File: config.mk
export PLATFORM = sky130hd
export DESIGN_NAME = mem_port_arbiter
export DESIGN_NICKNAME = d
export VERILOG_FILES = /design/src/rtl/mem_port_arbiter_pkg.sv /design/src/rtl/mem_port_arbiter.sv
export SDC_FILE = /design/constraint.sdc
export NUM_CORES = 1
export LEC_CHECK = 0
export CORE_ASPECT_RATIO = 2
export CORE_MARGIN = 3
export CORE_UTILIZATION = 41
export CTS_CLUSTER_SIZE = 16
export DETAILED_ROUTE_END_ITERATION = 7
export PLACE_DENSITY = 0.79
export SLEW_MARGIN = 20
export SYNTH_ARGS = -nofsm -noshare
export SYNTH_HDL_FRONTEND = slang
export SYNTH_SLANG_ARGS = --single-unit
File: constraint.sdc
create_clock -name clock -period 1.9 [get_ports clock]
set_input_delay 0.38 -clock clock [delete_from_list [all_inputs] [get_ports clock]]
set_output_delay 0.38 -clock clock [all_outputs]
set_load 0.01 [all_outputs]
File: src/rtl/mem_port_arbiter_pkg.sv
// ---------------------------------------------------------------------------
// mem_port_arbiter_pkg
//
// Pipeline-wide definitions shared by the unified memory port arbiter:
//   - arb_state_t : arbiter FSM states (IDLE, BUSY_I, BUSY_D, RESP)
//   - default widths, starvation limit and watchdog timeout
//   - cnt_width() : width helper for small saturating counters
// ---------------------------------------------------------------------------
package mem_port_arbiter_pkg;

    // IDLE   : arbitration happens here and only here
    // BUSY_I : instruction fetch on the port, waiting for mem_ready
    // BUSY_D : data load/store on the port, waiting for mem_ready
    // RESP   : one-cycle response slot, always followed by IDLE
    typedef enum logic [1:0] {
        IDLE   = 2'd0,
        BUSY_I = 2'd1,
        BUSY_D = 2'd2,
        RESP   = 2'd3
    } arb_state_t;

    localparam int DEFAULT_ADDR_W     = 32;
    localparam int DEFAULT_DATA_W     = 32;
    localparam int DEFAULT_STARVE_MAX = 4;
    localparam int DEFAULT_TIMEOUT    = 64;

    // Bits needed to hold values 0..max_val (never less than one bit).
    function automatic int cnt_width(input int max_val);
        int w;
        w = $clog2(max_val + 1);
        if (w < 1) begin
            w = 1;
        end
        return w;
    endfunction

endpackage : mem_port_arbiter_pkg

File: src/rtl/mem_port_arbiter.sv
// ---------------------------------------------------------------------------
// mem_port_arbiter
//
// Shares the single unified memory port between the IF stage (read-only
// instruction fetch) and the MEM stage (loads/stores) of the 5-stage pipeline.
// Accesses are serialised: IDLE -> BUSY_x -> RESP -> IDLE, so the peak rate
// is one access every three cycles. Data wins arbitration unless fetch has
// been passed over STARVE_MAX times in a row while waiting. A fetch that is
// flushed still completes on the port but its response is dropped. A watchdog
// abandons an access that sees no mem_ready for TIMEOUT cycles.
//
// Ports:
//   clock, reset            rising-edge clock, synchronous active-high reset
//   if_req/if_addr          fetch request (held until if_valid) and address
//   if_rdata/if_valid       fetched instruction and its one-cycle pulse
//   if_stall                fetch still outstanding (combinational)
//   dm_req/dm_we/dm_be      data request (held until dm_valid), store flag,
//   dm_addr/dm_wdata        byte enables, address and store data
//   dm_rdata/dm_valid       load data and one-cycle pulse (loads and stores)
//   dm_stall                data access still outstanding (combinational)
//   flush                   branch/jump flush from hazard logic
//   mem_req                 port request, held until mem_ready
//   mem_we/mem_be/          latched request fields, stable for the whole
//   mem_addr/mem_wdata      BUSY state
//   mem_ready/mem_rdata     port handshake and read data
//   timeout_err             one-cycle pulse when the watchdog aborts
// ---------------------------------------------------------------------------
module mem_port_arbiter
    import mem_port_arbiter_pkg::*;
#(
    parameter int ADDR_W     = DEFAULT_ADDR_W,
    parameter int DATA_W     = DEFAULT_DATA_W,
    parameter int STARVE_MAX = DEFAULT_STARVE_MAX,
    parameter int TIMEOUT    = DEFAULT_TIMEOUT
) (
    input  logic                clock,
    input  logic                reset,

    input  logic                if_req,
    input  logic [ADDR_W-1:0]   if_addr,
    output logic [DATA_W-1:0]   if_rdata,
    output logic                if_valid,
    output logic                if_stall,

    input  logic                dm_req,
    input  logic                dm_we,
    input  logic [DATA_W/8-1:0] dm_be,
    input  logic [ADDR_W-1:0]   dm_addr,
    input  logic [DATA_W-1:0]   dm_wdata,
    output logic [DATA_W-1:0]   dm_rdata,
    output logic                dm_valid,
    output logic                dm_stall,

    input  logic                flush,

    output logic                mem_req,
    output logic                mem_we,
    output logic [DATA_W/8-1:0] mem_be,
    output logic [ADDR_W-1:0]   mem_addr,
    output logic [DATA_W-1:0]   mem_wdata,
    input  logic                mem_ready,
    input  logic [DATA_W-1:0]   mem_rdata,

    output logic                timeout_err
);

    localparam int BE_W = DATA_W / 8;
    localparam int SC_W = cnt_width(STARVE_MAX);
    localparam int WD_W = cnt_width(TIMEOUT);

    localparam logic [SC_W-1:0] STARVE_LIM = SC_W'(STARVE_MAX);
    localparam logic [WD_W-1:0] WDOG_LAST  = WD_W'(TIMEOUT - 1);

    arb_state_t          state_q,       state_d;
    logic [SC_W-1:0]     starve_cnt_q,  starve_cnt_d;
    logic [WD_W-1:0]     wdog_q,        wdog_d;
    logic                drop_q,        drop_d;
    logic                resp_data_q,   resp_data_d;
    logic                timeout_q,     timeout_d;
    logic                mem_we_q,      mem_we_d;
    logic [BE_W-1:0]     mem_be_q,      mem_be_d;
    logic [ADDR_W-1:0]   mem_addr_q,    mem_addr_d;
    logic [DATA_W-1:0]   mem_wdata_q,   mem_wdata_d;
    logic [DATA_W-1:0]   if_rdata_q,    if_rdata_d;
    logic [DATA_W-1:0]   dm_rdata_q,    dm_rdata_d;

    logic                force_fetch;
    logic                drop_now;

    // Fetch is forced once it has watched STARVE_MAX data grants go by.
    assign force_fetch = if_req && (starve_cnt_q == STARVE_LIM);

    // -----------------------------------------------------------------------
    // Next-state logic. Arbitration and field latching only happen in IDLE;
    // RESP never arbitrates so a requester still holding its request for the
    // response cycle cannot be granted twice.
    // -----------------------------------------------------------------------
    always_comb begin
        state_d      = state_q;
        starve_cnt_d = starve_cnt_q;
        wdog_d       = wdog_q;
        drop_d       = drop_q;
        resp_data_d  = resp_data_q;
        timeout_d    = 1'b0;
        mem_we_d     = mem_we_q;
        mem_be_d     = mem_be_q;
        mem_addr_d   = mem_addr_q;
        mem_wdata_d  = mem_wdata_q;
        if_rdata_d   = if_rdata_q;
        dm_rdata_d   = dm_rdata_q;

        case (state_q)
            IDLE: begin
                drop_d = 1'b0;
                if (dm_req && !force_fetch) begin
                    state_d     = BUSY_D;
                    resp_data_d = 1'b1;
                    mem_we_d    = dm_we;
                    mem_be_d    = dm_be;
                    mem_addr_d  = dm_addr;
                    mem_wdata_d = dm_wdata;
                    // Only data grants that make a waiting fetch wait longer
                    // count towards starvation.
                    if (if_req) begin
                        if (starve_cnt_q != STARVE_LIM) begin
                            starve_cnt_d = starve_cnt_q + SC_W'(1);
                        end
                    end else begin
                        starve_cnt_d = '0;
                    end
                end else if (if_req) begin
                    state_d      = BUSY_I;
                    resp_data_d  = 1'b0;
                    mem_we_d     = 1'b0;
                    mem_be_d     = '1;
                    mem_addr_d   = if_addr;
                    mem_wdata_d  = '0;
                    starve_cnt_d = '0;
                end else begin
                    starve_cnt_d = '0;
                end
            end

            BUSY_I, BUSY_D: begin
                // A flushed fetch keeps its handshake; only the response goes.
                if ((state_q == BUSY_I) && flush) begin
                    drop_d = 1'b1;
                end
                if (mem_ready) begin
                    state_d = RESP;
                    if (state_q == BUSY_I) begin
                        if_rdata_d = mem_rdata;
                    end else begin
                        dm_rdata_d = mem_rdata;
                    end
                end else if (wdog_q == WDOG_LAST) begin
                    // Abandon the access; the requester stays stalled and is
                    // simply re-arbitrated from IDLE.
                    state_d   = IDLE;
                    timeout_d = 1'b1;
                    drop_d    = 1'b0;
                end else begin
                    wdog_d = wdog_q + WD_W'(1);
                end
            end

            RESP: begin
                state_d = IDLE;
                drop_d  = 1'b0;
            end

            default: begin
                state_d = IDLE;
            end
        endcase

        // The watchdog measures time spent in one BUSY state only.
        if (state_d != state_q) begin
            wdog_d = '0;
        end
    end

    // -----------------------------------------------------------------------
    // State and datapath registers. Reset abandons any access in flight
    // without producing a response.
    // -----------------------------------------------------------------------
    always_ff @(posedge clock) begin
        if (reset) begin
            state_q      <= IDLE;
            starve_cnt_q <= '0;
            wdog_q       <= '0;
            drop_q       <= 1'b0;
            resp_data_q  <= 1'b0;
            timeout_q    <= 1'b0;
            mem_we_q     <= 1'b0;
            mem_be_q     <= '0;
            mem_addr_q   <= '0;
            mem_wdata_q  <= '0;
            if_rdata_q   <= '0;
            dm_rdata_q   <= '0;
        end else begin
            state_q      <= state_d;
            starve_cnt_q <= starve_cnt_d;
            wdog_q       <= wdog_d;
            drop_q       <= drop_d;
            resp_data_q  <= resp_data_d;
            timeout_q    <= timeout_d;
            mem_we_q     <= mem_we_d;
            mem_be_q     <= mem_be_d;
            mem_addr_q   <= mem_addr_d;
            mem_wdata_q  <= mem_wdata_d;
            if_rdata_q   <= if_rdata_d;
            dm_rdata_q   <= dm_rdata_d;
        end
    end

    // A flush arriving in the fetch response cycle itself also suppresses
    // the pulse, since the instruction belongs to the squashed path.
    assign drop_now = drop_q || flush;

    assign mem_req     = (state_q == BUSY_I) || (state_q == BUSY_D);
    assign mem_we      = mem_we_q;
    assign mem_be      = mem_be_q;
    assign mem_addr    = mem_addr_q;
    assign mem_wdata   = mem_wdata_q;

    assign if_valid    = (state_q == RESP) && !resp_data_q && !drop_now;
    assign dm_valid    = (state_q == RESP) &&  resp_data_q;
    assign if_rdata    = if_rdata_q;
    assign dm_rdata    = dm_rdata_q;

    assign if_stall    = if_req && !if_valid;
    assign dm_stall    = dm_req && !dm_valid;

    assign timeout_err = timeout_q;

endmodule : mem_port_arbiter

# --- Word-level counts from Yosys, hierarchy flattened ---
# Index checks and enable logic that the tools add are counted.
word_totals:
  register_bits: 148
  output_inout_bits: 139
classes:
  addsub: 2
  eq_ne: 8
  n_mux: 22
  bitwise_logic: 4
  reduce_logical: 26
op_table:
  columns: ["operator", "n"]
  rows:
  - ["32-bit 2-to-1 mux", 4]
  - ["3-bit 2-to-1 mux", 3]
  - ["3-bit AND reduction", 3]
  - ["1-bit logical AND", 8]
  - ["2-bit 2-to-1 mux", 4]
  - ["4-bit 2-to-1 mux", 2]
  - ["7-bit by 1-bit adder with 7-bit output (second input constant)", 1]
  - ["7-bit by 6-bit equality test with 1-bit output (second input constant)", 1]
  - ["1-bit 2-to-1 mux", 7]
  - ["2-bit case mux with 3 select lines", 1]
  - ["2-bit OR reduction", 3]
  - ["1-bit logical NOT", 5]
  - ["2-bit equality test (second input constant)", 2]
  - ["1-bit NOT", 4]
  - ["2-bit AND reduction", 2]
  - ["3-bit by 1-bit adder with 3-bit output (second input constant)", 1]
  - ["3-bit equality test (second input constant)", 1]
  - ["3-bit by 2-bit inequality test with 1-bit output (second input constant)", 1]
  - ["3-bit inequality test (second input constant)", 1]
  - ["3-bit OR reduction", 1]
  - ["2-bit by 1-bit equality test with 1-bit output (second input constant)", 1]
  - ["2-bit logical NOT", 1]
  - ["1-bit logical OR", 2]
  - ["2-bit inequality test", 1]
  - ["other kinds (2)", 2]

# --- Logic depth before layout (Yosys ltp) ---
# Gate-level depths: netlist of the first run.
depth:
  ltp_word: 8
  ltp_mapped: 8
  depth_no_buf: 6

# --- Worst setup path before layout of the first run ---
# No wires, ideal clock.
synth_timing:
  kind: "register to register"
  from: "register state_q[1]"
  to: "register wdog_q[2]"
  setup_ns: 0.092
  t_arrival_ns: 1.680
  required_ns: 1.808
  slack_ns: 0.128
  stages_incl_launch_ff: 7
  n_path_buf: 0
  cell_sequence: "dfxtp_1 > inv_1 > ha_1 > and2b_2 > a221oi_1 > nor3_2 > nor4_1"
synth_between:
  elab_chain_len: 5
synth_rtl:
  columns: ["item", "line", "source"]
  rows:
  - ["start, declared", "mem_port_arbiter.sv:74", "arb_state_t state_q, state_d;"]
  - ["start signal, assigned", "mem_port_arbiter.sv:202", "state_q <= state_d;"]
  - ["2-bit by 1-bit equality test with 1-bit output, or another cell as far along", "mem_port_arbiter.sv:112", "case (state_q)"]
  - ["2-bit OR reduction, or another cell as far along", "mem_port_arbiter.sv:112", null]
  - ["2-bit case mux with 3 select lines", "mem_port_arbiter.sv:112", null]
  - ["2-bit inequality test", "mem_port_arbiter.sv:178", "if (state_d != state_q) begin"]
  - ["2-bit OR reduction (no line)", null, null]
  - ["end signal, assigned", "mem_port_arbiter.sv:204", "wdog_q <= wdog_d;"]
  - ["end, declared", "mem_port_arbiter.sv:76", "logic [WD_W-1:0] wdog_q, wdog_d;"]
# Parallel ways exist; a longest one is shown, timed or not.
# A chain may end at the register's enable or synchronous reset.

# --- Worst setup path after layout of the first run ---
layout_timing:
  from: "register state_q[1]"
  to: "output dm_valid"
layout_between:
  elab_chain_len: 2
layout_rtl:
  columns: ["item", "line", "source"]
  rows:
  - ["2-bit equality test", "mem_port_arbiter.sv:228", "assign dm_valid = (state_q == RESP) && resp_data_q;"]
  - ["1-bit logical AND", "mem_port_arbiter.sv:228", null]
  - ["end, declared", "mem_port_arbiter.sv:51", "output logic dm_valid,"]
# Every way passes these cells.

==> impl_summary.log, run 1 <==
[metrics] count of antenna diodes in the layout: 0
[metrics] number of nets with antenna violations after routing: 0
[metrics] Primary FF master, synth: dfxtp_1
[metrics] detail-routed via count per cell: about 5.1
[metrics] ratio of total power to cell area: around 900 mW/mm^2
[metrics] cell row count: 60
[metrics] slew of the pin with the lowest slew margin: about 0.47 ns
[metrics] number of flip-flops and latches in the synthesized netlist: 148
[metrics] CTS tree: done
[metrics] syn_area_per_cell: between 8 and 9 sq um
[metrics] width of the die: 90.12 microns
[metrics] worst supply voltage drop on vdd: 0.7144 mV
[metrics] required time of the critical path: roughly 1.5 ns
[metrics] setup slack, reg-to-reg: approximately 0.12 ns
[metrics] routed wire length: 18.91 mm
[metrics] effective utilization at floorplan: a little over two fifths
[metrics] Num Clock Sinks: between 100 and 150
[metrics] most instantiated library cell after synthesis: nand2_1
[metrics] endpoint with the worst hold slack: dm_rdata[5]
[metrics] number of global-route vias before repair: about 5.8k
[metrics] quantity of I/O buffers inserted on ports: about 280
[metrics] number of post-CTS setup repair buffers: 0
[metrics] Crit Path Category: register to output port
[metrics] Core Area: about 0.014 sq mm
[metrics] number of cells traversed by the worst register-to-register path: 7
[metrics] TritonCTS Buffers: 17
[metrics] fraction of final layout cells with drive strength greater than 1: around a tenth
[metrics] number of top-level pins: around 280
[metrics] number of pins exceeding their max-slew limit in the final report: 0
[metrics] Seq/Total Area, Yosys: about 51%
[metrics] post-synth cell types: 48
[metrics] Cells on Worst Hold Path: 2
[metrics] reported leakage power: between 3 and 4 nW
[metrics] status: complete, no violations
[metrics] area growth from synthesis to final layout: 64.65%
[metrics] total power: just under 0.009 W
[metrics] total track usage: 23.46%
[metrics] maximum number of pins on one net before global-route repair: around 100
[metrics] synthesized netlist net count: about 850
[metrics] beginning of the worst register-to-register path: state_q[0]
[metrics] Die Area: 0.01570 sq mm
[metrics] top achievable clock speed: roughly 0.55 GHz
[metrics] Synth top area share: 51.07%
[metrics] fraction of registers with async set/reset: 0%
[metrics] HPWL after detailed placement: roughly 13 mm
[metrics] CP Capture Type: output port
[metrics] drt first pass iters: 6
[metrics] post-synth top area cell: dfxtp_1
[metrics] number of cells after detailed placement: about 1.1k
[metrics] peak fanout along the critical path: 3
[metrics] ranking of synthesized cells by area: dfxtp_1 (51%), nand2_1 (11%), a21oi_1 (6.3%)
[metrics] Root Buffer: clkbuf_16
[metrics] synthesized cell area: between 0.005 and 0.006 sq mm
[metrics] unrepaired setup endpoints after global routing: no
[metrics] post-DR wirelength/cell: between 15 and 20 microns
[metrics] final standard cell count with taps included and fillers excluded: approximately 1.2k
[metrics] Final setup viols: 0
[metrics] EDFF count, synth: 0
[metrics] Clk pin slew, worst setup/hold paths: 0.06 ns
[metrics] startpoint of the most critical hold path: dm_rdata[5]
[metrics] vertical die dimension: approximately 170 microns
[metrics] fin crit share: 95.97%
[metrics] Syn Inst Count: about 700
[metrics] H-tree levels: 4
[metrics] later-pin clock latency in the skew report: 0.41 ns
[metrics] starting DRC count in detailed routing: 263
[metrics] Max-cap violations: 0
[metrics] worst slew slack as a fraction of its limit: roughly 70%
[metrics] wire length of the first global-routing pass: 30.24 mm
[metrics] CTS max path bufs: 2
[metrics] RD Place Congestion: around 0.82
[metrics] overall overflow remaining after global route: 0
[metrics] Worst EP arrival: about 1.4 ns
[metrics] initial antenna violation count: 0
[metrics] DP Worst Slack: -0.3164 ns
[metrics] finished layout cell area: 0.009553 sq mm
[metrics] Nets: approximately 1.1k
[metrics] total number of vias: approximately 6.0k
[metrics] hold_ws: roughly 0.45 ns
[metrics] most frequent cells after synthesis: nand2_1 (169), dfxtp_1 (148), nor2_1 (77)
[metrics] time the final worst path needs with I/O delays and setup: 1.824 ns
[metrics] clock skew after layout: ~0.0092 ns
[metrics] Synth Warn #: 0
[metrics] Residual DRC: 0
[metrics] Hold Crit Class: register to register
[metrics] reg2reg end: wdog_q[4]
[metrics] Worst setup SP type: register
[metrics] Placed Instance Area: ~0.009 sq mm
[metrics] Final Worst Setup Slack: between 0.07 and 0.08 ns
[metrics] Hold Fails Final Rpt: 0
==> logic make-up (layout without fill, tap and decap cells) <==
logic type / count (synthesis) / after routing / synth area share, %
muxes: 2 / 2 / 0.3666
adders and majority gates: 6 / 6 / 1.294
and+or+nand+nor: 323 / 323 / 23.83
AOI/OAI and AO/OA: 158 / 158 / 18.12
buffers and inverters: 64 / 350 / 4.874
xor gates and xnor gates: 3 / 3 / 0.4530
DFF: 148 / 148 / 51.07
==> how the worst max path moves through the flow <==
stage	start	end	slack, ns	depth (start not counted)
global route	state_q[1]	dm_stall	0.007	5
floorplan	state_q[1]	wdog_q[2]	0.13	6
CTS	state_q[1]	if_valid	-0.005	4
global placement	flush	if_valid	-0.33	4
detailed placement	flush	if_stall	-0.32	5
finish	state_q[1]	dm_valid	0.08	4
==> critical path, cell delays in order, from the launching register on <==
cell             delay (ns)
dfxtp_2                0.34
ha_4                   0.17
buf_4                  0.13
and2_1                 0.16
clkdlybuf4s15_1        0.24
==> registers in the layout, indices dropped and copies added (netlist names) <==
register	cells
mem_we	1
timeout_err	1
state_q	2
resp_data_q	1
dm_rdata	32
if_rdata	32
drop_q	1
mem_wdata	32
mem_addr	32
wdog_q	7
mem_be	4
starve_cnt_q	3
==> per-stage QoR <==
stage                 TNS, ns  utilization, %
finish                      0           69.92
global route                0           69.92
CTS                 -0.005463           69.83
detailed placement     -4.948           65.45
global placement       -4.610           65.45
floorplan                   0               -
==> metal layers <==
metal	vias to the layer above	routed length [microns]	track usage, %
met2	225	10180	42.65
met5	-	0	0
met1	2813	6877	25.00
li1	2975	-	-
met3	32	1316	6.756
met4	0	539	9.910
==> placed cells by master, fill, tap and decap left out, types with 7 or more instances in the layout <==
cell,instances
buf_4,25
nor3_1,14
nand2_1,169
buf_12,10
nor2_1,75
nand3_1,34
dfxtp_1,146
a22oi_1,33
inv_1,7
clkdlybuf4s50_1,270
a21oi_1,72
clkbuf_16,17
a311oi_1,32
==> power breakdown <==
group,switching (W),leakage (nW),total [W],internal [W]
clock,0.00143,0.275,0.00321,0.00178
sequential,0.000132,1.21,0.00350,0.00337
combinational,0.000945,2.02,0.00204,0.00110
==> cell type report <==
| cell class | count | area [sq um] |
|---|---|---|
| inverters | 7 | 26.28 |
| repair buffers | 311 | 3136 |
| fillers | 1121 | 4110 |
| flip-flops and latches | 148 | 2965 |
| well taps | 186 | 232.7 |
| clock buffers | 19 | 452.9 |
| clock inverters | 13 | 112.6 |
| multi-input cells | 492 | 2628 |
==> what timing repair did <==
action,CTS,global route
gates resized for setup,22,5
endpoints found under the hold margin,0,0
hold buffers,0,0
pin swaps,1,1
endpoints found under the setup margin,5,5
No activity file was read; power rests on OpenSTA's default activity.
==> inputs of run 2 (changes only) <==
--- a/config.mk
+++ b/config.mk
@@ -6,11 +6,10 @@
 export NUM_CORES = 1
 export LEC_CHECK = 0
 export CORE_ASPECT_RATIO = 2
-export CORE_MARGIN = 3
-export CORE_UTILIZATION = 41
-export CTS_CLUSTER_SIZE = 16
+export CORE_UTILIZATION = 42
+export CTS_BUF_LIST = sky130_fd_sc_hd__clkbuf_8
 export DETAILED_ROUTE_END_ITERATION = 7
-export PLACE_DENSITY = 0.79
+export PLACE_DENSITY = 0.8
 export SLEW_MARGIN = 20
 export SYNTH_ARGS = -nofsm -noshare
 export SYNTH_HDL_FRONTEND = slang
==> run 2 against run 1 <==
  * Routed wire length shrank 2.2%
  * Sequential power is essentially flat
  * Clock-buffer cell count shrank 2
  * Via count grew 0.28%
  * Critical path depth grew 1
  * Non-clock buffer count grew 3
  * Die area shrank 8.8%
  * Cell area shrank 2.0%
  * Total power shrank 9.2%
==> impl_summary.log, run 2 (synthesis gave the netlist of run 1 again) <==
[metrics] area growth from synthesis to final layout: 61.33%
[metrics] worst slew slack as a fraction of its limit: between 60% and 70%
[metrics] beginning of the worst register-to-register path: state_q[1]
[metrics] number of pins exceeding their max-slew limit in the final report: 0
[metrics] quantity of I/O buffers inserted on ports: between 200 and 300
[metrics] HPWL after detailed placement: 12.97 mm
[metrics] number of top-level pins: between 200 and 300
[metrics] Max-cap violations: 0
[metrics] Num Clock Sinks: ~150
[metrics] Hold Fails Final Rpt: 0
[metrics] total number of vias: around 6.1k
[metrics] highest-count cells in the layout ignoring fill and taps: clkdlybuf4s50_1 (271), nand2_1 (169), dfxtp_1 (146)
[metrics] Clk pin slew, worst setup/hold paths: roughly 0.09 ns
[metrics] initial antenna violation count: 0
[metrics] peak fanout along the critical path: 3
[metrics] CP Capture Type: output port
[metrics] post-DR wirelength/cell: 16.12 microns
[metrics] width of the die: around 85 microns
[metrics] Root Buffer: clkbuf_8
[metrics] reg2reg end: wdog_q[4]
[metrics] Cells on Worst Hold Path: 2
[metrics] number of global-route vias before repair: 5978
[metrics] startpoint of the most critical hold path: dm_rdata[28]
[metrics] Crit Path Category: register to output port
[metrics] Hold Crit Class: register to register
[metrics] fin crit share: a little over nine tenths
[metrics] worst supply voltage drop on vdd: about 0.66 mV
[metrics] top achievable clock speed: 0.5494 GHz
[metrics] number of buffers added to fix hold violations after cts: 0
[metrics] status: complete, no violations
[metrics] detail-routed via count per cell: around 5.3
[metrics] maximum number of pins on one net before global-route repair: approximately 110
[metrics] share of the core filled with cells in the final layout: between 60 and 70%
[metrics] CTS tree: done
[metrics] cell row count: 60
[metrics] slew of the pin with the lowest slew margin: approximately 0.49 ns
[metrics] Final setup viols: 0
[metrics] drt first pass iters: 4
[metrics] clock skew after layout: around 0.016 ns
[metrics] wire length of the first global-routing pass: roughly 29 mm
[metrics] count of antenna diodes in the layout: 0
[metrics] total track usage: between 20% and 30%
[metrics] RD Place Congestion: ~0.83
[metrics] ratio of total power to cell area: approximately 850 mW/mm^2
[metrics] fraction of final layout cells with drive strength greater than 1: around 9.7%
[metrics] vertical die dimension: about 170 microns
[metrics] finished layout cell area: about 0.0094 sq mm
[metrics] Core Area: about 0.013 sq mm
[metrics] Worst EP arrival: 1.44 ns
[metrics] later-pin clock latency in the skew report: 0.44 ns
[metrics] required time of the critical path: 1.52 ns
[metrics] Die Area: 0.01432 sq mm
[metrics] Residual DRC: 0
[metrics] TritonCTS Buffers: 17
[metrics] endpoint with the worst hold slack: dm_rdata[28]
[metrics] unrepaired setup endpoints after global routing: no
[metrics] CTS max path bufs: 2
[metrics] number of cells traversed by the worst register-to-register path: 6
[metrics] time the final worst path needs with I/O delays and setup: approximately 1.8 ns
[metrics] routed wire length: 18.50 mm
[metrics] setup slack, reg-to-reg: about 0.13 ns
[metrics] most common library cell in the layout ignoring fill and taps: clkdlybuf4s50_1
[metrics] Nets: roughly 1.1k
[metrics] effective utilization at floorplan: between 40 and 50%
[metrics] total power: between 0.007 and 0.008 W
[metrics] H-tree levels: 4
[metrics] starting DRC count in detailed routing: 279
[metrics] Worst setup SP type: register
[metrics] overall overflow remaining after global route: 0
[metrics] Placed Instance Area: roughly 0.0089 sq mm
[metrics] number of nets with antenna violations after routing: 0
[metrics] reported leakage power: 3.445 nW
run 2: cell types whose count changed in the layout (fill, tap and decap cells not counted), sizes merged:
cell	previous run	this run
clkinv	4	2
clkdlybuf4s50	270	271
inv	14	18
buf	37	40
clkdlybuf4s15	2	1
clkbuf	20	18
run 2: final cells by class:
type / count / area, sq um
clock inverters: 15 / 156.4
clock buffers: 17 / 234.0
repair buffers: 314 / 3163
fillers: 1060 / 4078
well taps: 155 / 193.9
flip-flops and latches: 148 / 2970
inverters: 7 / 26.28
multi-input cells: 492 / 2616
run 2: report_power, final:
part           switching, W  internal [W]  total (W)
sequential         0.000134       0.00336    0.00350
clock               0.00142      0.000993    0.00241
combinational      0.000941       0.00110    0.00204
run 2: per-layer routing:
layer	share of wire [%]	GRT usage, %
met5	0	0
met4	4.3	13.26
met3	6.2	6.569
met2	54	48.39
met1	36	25.15
run 2: metrics by stage:
step | instances | worst slack [ns] | hold WS [ns] | TNS [ns]
after floorplan | 704 | 0.1281 | 0.4175 | 0
after global placement | 1115 | -0.3071 | 0.4403 | -5.330
after detailed placement | 1115 | -0.3175 | 0.4457 | -6.686
after CTS | 1147 | 0.01265 | 0.4577 | 0
after global routing | 1148 | 0.006996 | 0.4716 | 0
final | 1148 | 0.07977 | 0.4553 | 0
run 2: what timing repair did:
| item | CTS | global route |
|---|---|---|
| pin swaps | 0 | 3 |
| setup endpoints to repair | 7 | 6 |
| endpoints found under the hold margin | 0 | 0 |
| buffers inserted | 0 | 1 |
| gates resized for setup | 20 | 7 |
run 2: worst max-delay path, cell delays in order, from the launching register on:
cell and delay, ns:
dfxtp_4 0.38, ha_4 0.14, nor4b_4 0.17, buf_4 0.16, nor2_2 0.04, buf_6 0.11
run 2: worst max path at each step:
stage	startpoint	endpoint	slack, ns	cells after the start
global placement	flush	if_valid	-0.31	4
finish	state_q[1]	if_stall	0.08	5
detailed placement	flush	if_valid	-0.32	4
global route	state_q[1]	if_stall	0.007	5
floorplan	state_q[1]	wdog_q[2]	0.13	6
CTS	state_q[0]	dm_stall	0.01	4
==> inputs of run 3 (changes only) <==
--- a/config.mk
+++ b/config.mk
@@ -10,7 +10,7 @@
 export CTS_BUF_LIST = sky130_fd_sc_hd__clkbuf_8
 export DETAILED_ROUTE_END_ITERATION = 7
 export PLACE_DENSITY = 0.8
-export SLEW_MARGIN = 20
+export SLEW_MARGIN = 15
 export SYNTH_ARGS = -nofsm -noshare
 export SYNTH_HDL_FRONTEND = slang
 export SYNTH_SLANG_ARGS = --single-unit
==> results of run 3 <==
No change in the layout: final DEF, timing and power equal those of run 2.
